<file path="src/rtl/game_pkg.sv">
// Shared types, widths and BCD/clamp helpers for the game countdown timer.
package game_pkg;

  localparam int unsigned COUNT_W     = 7;
  localparam int unsigned BCD_W       = 4;
  localparam int unsigned MAX_SECONDS = 99;

  typedef enum logic [1:0] {
    IDLE,
    RUN,
    PAUSED,
    DONE
  } timer_state_t;

  function automatic logic [COUNT_W-1:0] clamp_load(input logic [COUNT_W-1:0] v,
                                                    input logic [COUNT_W-1:0] max_v);
    return (v > max_v) ? max_v : v;
  endfunction

  function automatic logic [BCD_W-1:0] bcd_tens_of(input logic [COUNT_W-1:0] v);
    return BCD_W'(v / COUNT_W'(10));
  endfunction

  function automatic logic [BCD_W-1:0] bcd_units_of(input logic [COUNT_W-1:0] v);
    return BCD_W'(v % COUNT_W'(10));
  endfunction

endpackage

</file>
<file path="src/rtl/edge_sync.sv">
// Two-flop synchronizer for an asynchronous level plus a registered
// single-cycle rising-edge pulse.
module edge_sync (
  input  logic clk_in,
  input  logic rst,
  input  logic async_in,
  output logic rise_pulse
);

  logic s1_q;
  logic s2_q;
  logic s3_q;
  logic rise_q;

  // s1/s2 resolve metastability; s3 holds the previous synchronized level.
  always_ff @(posedge clk_in) begin
    if (rst) begin
      s1_q   <= 1'b0;
      s2_q   <= 1'b0;
      s3_q   <= 1'b0;
      rise_q <= 1'b0;
    end else begin
      s1_q   <= async_in;
      s2_q   <= s1_q;
      s3_q   <= s2_q;
      rise_q <= s2_q & ~s3_q;
    end
  end

  assign rise_pulse = rise_q;

endmodule

</file>
<file path="src/rtl/game_timer.sv">
// Seconds countdown driven by synchronized slow_clk rising edges, with
// start/pause/expiry control and BCD digits. Define GAME_TIMER_AUTO_RELOAD_EN
// to reload the latched start value on expiry instead of stopping.
module game_timer #(
  parameter int unsigned MAX_COUNT      = 99,
  parameter int unsigned TICKS_PER_STEP = 1
) (
  input  logic       clk_in,
  input  logic       rst,
  input  logic       slow_clk,
  input  logic       start,
  input  logic       pause,
  input  logic [6:0] load_val,
  output logic [6:0] count,
  output logic [3:0] bcd_tens,
  output logic [3:0] bcd_units,
  output logic       running,
  output logic       expired,
  output logic       tick
);

  import game_pkg::*;

  localparam int unsigned PRESC_W = (TICKS_PER_STEP > 1) ? $clog2(TICKS_PER_STEP) : 1;
  localparam logic [PRESC_W-1:0] PRESC_LAST = PRESC_W'(TICKS_PER_STEP - 1);
  localparam logic [COUNT_W-1:0] LOAD_MAX =
    COUNT_W'((MAX_COUNT > MAX_SECONDS) ? MAX_SECONDS : MAX_COUNT);

  timer_state_t       state_q;
  logic [COUNT_W-1:0] count_q;
  logic [PRESC_W-1:0] presc_q;
  logic               running_q;
  logic               expired_q;
  logic               tick_w;
  logic [COUNT_W-1:0] load_clamped;
  logic               step_due;
`ifdef GAME_TIMER_AUTO_RELOAD_EN
  logic [COUNT_W-1:0] reload_q;
`endif

  edge_sync u_slow_sync (
    .clk_in     (clk_in),
    .rst        (rst),
    .async_in   (slow_clk),
    .rise_pulse (tick_w)
  );

  assign load_clamped = clamp_load(load_val, LOAD_MAX);
  assign step_due     = (presc_q == PRESC_LAST);

  // Priority: rst > start > pause > tick; a tick coincident with start is dropped.
  always_ff @(posedge clk_in) begin
    if (rst) begin
      state_q   <= IDLE;
      count_q   <= '0;
      presc_q   <= '0;
      running_q <= 1'b0;
      expired_q <= 1'b0;
`ifdef GAME_TIMER_AUTO_RELOAD_EN
      reload_q  <= '0;
`endif
    end else begin
      expired_q <= 1'b0;
      if (start) begin
        presc_q <= '0;
`ifdef GAME_TIMER_AUTO_RELOAD_EN
        reload_q <= load_clamped;
`endif
        if (load_clamped == '0) begin
          state_q   <= DONE;
          count_q   <= '0;
          running_q <= 1'b0;
          expired_q <= 1'b1;
        end else begin
          state_q   <= RUN;
          count_q   <= load_clamped;
          running_q <= 1'b1;
        end
      end else begin
        unique case (state_q)
          RUN: begin
            if (pause) begin
              state_q   <= PAUSED;
              running_q <= 1'b0;
            end else if (tick_w) begin
              if (step_due) begin
                presc_q <= '0;
                if (count_q == COUNT_W'(1)) begin
                  expired_q <= 1'b1;
`ifdef GAME_TIMER_AUTO_RELOAD_EN
                  if (reload_q != '0) begin
                    count_q <= reload_q;
                  end else begin
                    count_q   <= '0;
                    state_q   <= DONE;
                    running_q <= 1'b0;
                  end
`else
                  count_q   <= '0;
                  state_q   <= DONE;
                  running_q <= 1'b0;
`endif
                end else begin
                  count_q <= count_q - COUNT_W'(1);
                end
              end else begin
                presc_q <= presc_q + PRESC_W'(1);
              end
            end
          end
          PAUSED: begin
            if (!pause) begin
              state_q   <= RUN;
              running_q <= 1'b1;
            end
          end
          default: begin
          end
        endcase
      end
    end
  end

  assign count     = count_q;
  assign bcd_tens  = bcd_tens_of(count_q);
  assign bcd_units = bcd_units_of(count_q);
  assign running   = running_q;
  assign expired   = expired_q;
  assign tick      = tick_w;

endmodule

</file>
<file path="config.mk">
export PLATFORM = sky130hd
export DESIGN_NAME = game_timer
export DESIGN_NICKNAME = d
export VERILOG_FILES = /design/src/rtl/game_pkg.sv /design/src/rtl/edge_sync.sv /design/src/rtl/game_timer.sv
export SDC_FILE = /design/constraint.sdc
export NUM_CORES = 1
export LEC_CHECK = 0
export ABC_AREA = 1
export BUFFER_PORTS_ARGS = -buffer_cell sky130_fd_sc_hd__buf_4
export CORE_MARGIN = 2
export CORE_UTILIZATION = 50
export CTS_CLUSTER_DIAMETER = 200
export DETAILED_ROUTE_END_ITERATION = 8
export PLACE_DENSITY = 0.76
export SLEW_MARGIN = 30
export SYNTH_ARGS = -nofsm -noshare
export SYNTH_HDL_FRONTEND = slang
export SYNTH_SLANG_ARGS = --single-unit
export TNS_END_PERCENT = 100
</file>
<file path="constraint.sdc">
create_clock -name clk_in -period 2.7 [get_ports clk_in]
set_clock_uncertainty 0.1 [all_clocks]
set_input_delay 0.405 -clock clk_in [delete_from_list [all_inputs] [get_ports clk_in]]
set_output_delay 0.405 -clock clk_in [all_outputs]
set_load 0.03 [all_outputs]
</file>
==> summary.md <==
| Metric | Value |
|---|---|
| Longest Clk Path Bufs | 2 |
| Worst slew slack as a fraction of its limit | 78.9% |
| Setup repair after global routing missed its margin | yes |
| Synth area leaders | dfxtp_1, inv_1, nand2_1 |
| Maximum number of pins on one net before global-route repair | 15 |
| Async SR Flop Fraction | 0% |
| Maximum achievable frequency | 362 MHz |
| Number of flops mapped to enable cells by yosys | 0 |
| Commonest cells in the synthesized netlist | inv_1, nand2_1, nor2_1, dfxtp_1, nand3_1 |
| Post-CTS Hold Buffers | 0 |
| Fin. Hold Viols | 0 |
| Root Buffer | clkbuf_4 |
| Combined global-route utilization of all metal layers | 24.7% |
| Max IR drop VDD | 0.481 mV |
| Via count normalized by instance count | 5.51 |
| Number of DRC violations after detailed-routing iteration 0 | 44 |
| Number of library cell types mapped by synthesis | 26 |
| DRC violation count after routing | 0 |
| Critical Path Fanout Max | 5 |
| Grt total ovfl | 0 |
| Detailed-placement wirelength estimate | 2030 um |
| Worst min-delay path class | input port to register |
| Antenna violations before repair | 0 |
| Actual slew at the worst max-slew pin | 0.313 ns |
| Share of final-layout standard cells stronger than drive strength 1 | 43.4% |
| Total Nets Final | 237 |
| Outcome | finished, violations left |
| First-pass GRT wire length | 5060 um |
| Final total negative setup slack | -0.166 ns |
| Die ar. | 0.00264 mm2 |
| Residual antenna-violating net count after detailed routing | 0 |
| Last weighted congestion value of the routability-driven placer | 0.823 |
| Die Span X | 51.4 um |
| Router iterations before antenna repair | 5 |
| Static leakage | 0.848 nW |
| Total wirelength of the detailed-routed design | 3450 um |
| P&R area growth vs syn | 54.7% |
| Net count after synthesis | 185 |
| Category of the worst setup path capture point | output pin |
| Top Ports | 30 |
| Worst Hold Margin | 0.223 ns |
| Shortest clock period the worst path allows after layout | 2.76 ns |
| IO buf count | 29 |
| Via count of the first global-routing pass | 1216 |
| Commonest register cell after synthesis | dfxtp_1 |
| Required time at the worst-slack endpoint | 2.19 ns |
| Data arrival time of the critical path | 2.26 ns |
| Dominant cell type by area after synthesis | dfxtp_1 |
| Clock input transition at the sequential cells of the worst setup and hold paths | 0.08 ns |
| Critical Setup Path Class | register to output pin |
| Violations in the final reports | negative setup slack |
| Max H-tree Level | 1 |
| Chip Height | 51.4 um |
| Setup-failing EPs final | 3 |
| Clock tree from TritonCTS | built |
| Final number of max-transition violations | 0 |
| Routed wire per std cell | 14.0 um |
| Effective utilization at floorplan | 51.8% |
| Part of the cycle the worst path needs | 102% |
| Syn Std Cell Area | 0.00112 mm2 |
| Std-Cell Core Area | 0.00217 mm2 |
| Synthesis-stage register bit count | 15 |
| Pwr per Cell Area | 587 mW/mm2 |
| Worst setup slack before clock tree synthesis | 0.104 ns |
| Cells after synthesis | 168 |
| Kind of launch point of the worst setup path | register |
| Number of max-cap violations | 0 |
| Cell row count | 17 |
| Per-instance average area after synthesis | 6.69 um2 |
| Number of antenna diodes | 0 |
| CTS buffer count | 3 |
| Sequential element share of the synthesized area | 26.7% |
| Vias | 1362 |
| Top-area cell type share of the netlist area | 26.7% |
| Ys Warns | 0 |
| Worst skew pair latency | 0.28 ns |
| Total of fill cells in the finished design | 149 |
| CTS sink count | 15 |
| Smallest setup slack after layout | -0.0622 ns |
==> final timing paths <==
kind / startpoint / endpoint / slack (ns) / depth (start not counted)
worst min-delay path: slow_clk / u_slow_sync.s1_q / 0.22 / 3
worst min register to register: u_slow_sync.s3_q / u_slow_sync.rise_pulse / 0.30 / 1
worst max register to register: count[1] / count[5] / 0.80 / 8
worst max-delay path: count[4] / bcd_units[3] / -0.06 / 17
==> power breakdown <==
| group | switching (mW) | total [mW] | internal [mW] |
|---|---|---|---|
| sequential | 0.0218 | 0.261 | 0.239 |
| combinational | 0.373 | 0.634 | 0.261 |
| clock | 0.0679 | 0.125 | 0.0573 |
| total | 0.463 | 1.02 | 0.557 |
==> metal layers <==
| layer | global-route usage [%] | part of all wire [%] |
|---|---|---|
| met5 | 0 | 0 |
| met4 | 7.46 | 2.8 |
| met3 | 2.34 | 5.3 |
| met2 | 47.4 | 54 |
| met1 | 28.3 | 38 |
==> metrics by stage <==
stage / util (%) / cells / power, mW / area (um2)
floorplan: - / 168 / 0.590 / 1150
global placement: 65.5 / 226 / 0.716 / 1420
detailed placement: 65.5 / 226 / 0.724 / 1420
CTS: 75.6 / 243 / 0.953 / 1640
global route: 80.1 / 247 / 1.08 / 1740
finish: 80.1 / 247 / 1.02 / 1740
==> cell usage in the layout, fill, tap and decap left out, types with 7 or more instances in the layout <==
cell / n
buf_4: 48
nand2_2: 8
nand2_4: 8
nor3_1: 8
o21ai_0: 7
inv_1: 24
dfxtp_1: 11
nand3_1: 9
nor2_1: 16
nand2_1: 20
==> area by class of cell <==
class	count	area (um2)	area share, %
Inverter	31	126	7.27
Timing Repair Buffer	50	383	22.0
Multi-Input combinational cell	119	855	49.2
Clock buffer	4	26.3	1.51
Tap cell	28	35.0	2.02
Sequential cell	15	313	18.0
==> repair_timing <==
| item | in CTS | in global routing |
|---|---|---|
| pin swaps | 9 | 8 |
| setup buffers | 13 | 4 |
| setup endpoints to repair | 3 | 4 |
| resized for setup | 21 | 15 |
==> flip-flops by register name (all words and copies together) (netlist names) <==
register and count:
state_q 2, expired 1, u_slow_sync.s2_q 1, u_slow_sync.rise_pulse 1, u_slow_sync.s3_q 1, count 7, running 1, u_slow_sync.s1_q 1
==> critical path, stage by stage, from the launching register on <==
cell and delay, ns:
dfxtp_4 0.40, inv_4 0.06, a21oi_4 0.21, nand2_8 0.09, nand2_8 0.11, nand2_4 0.06, nand2_4 0.07, inv_4 0.04
nand2_4 0.07, nand2_4 0.06, nand2_4 0.07, nand2_4 0.06, inv_2 0.06, ha_4 0.15, buf_4 0.11, nand3_1 0.08
o21ai_1 0.10, buf_4 0.18
==> cell families (layout without fill, tap and decap cells) <==
kind of cell,count (synthesis),after routing,synth area share (%)
AND/OR/NAND/NOR,86,86,39.3
buffers and inverters,34,85,11.7
AO/OA/AOI/OAI,26,26,15.1
flip-flops,15,15,26.7
adder cells (fa/ha/maj),5,5,5.57
XOR/XNOR,2,2,1.56
Power figures use the tool's default switching activity.
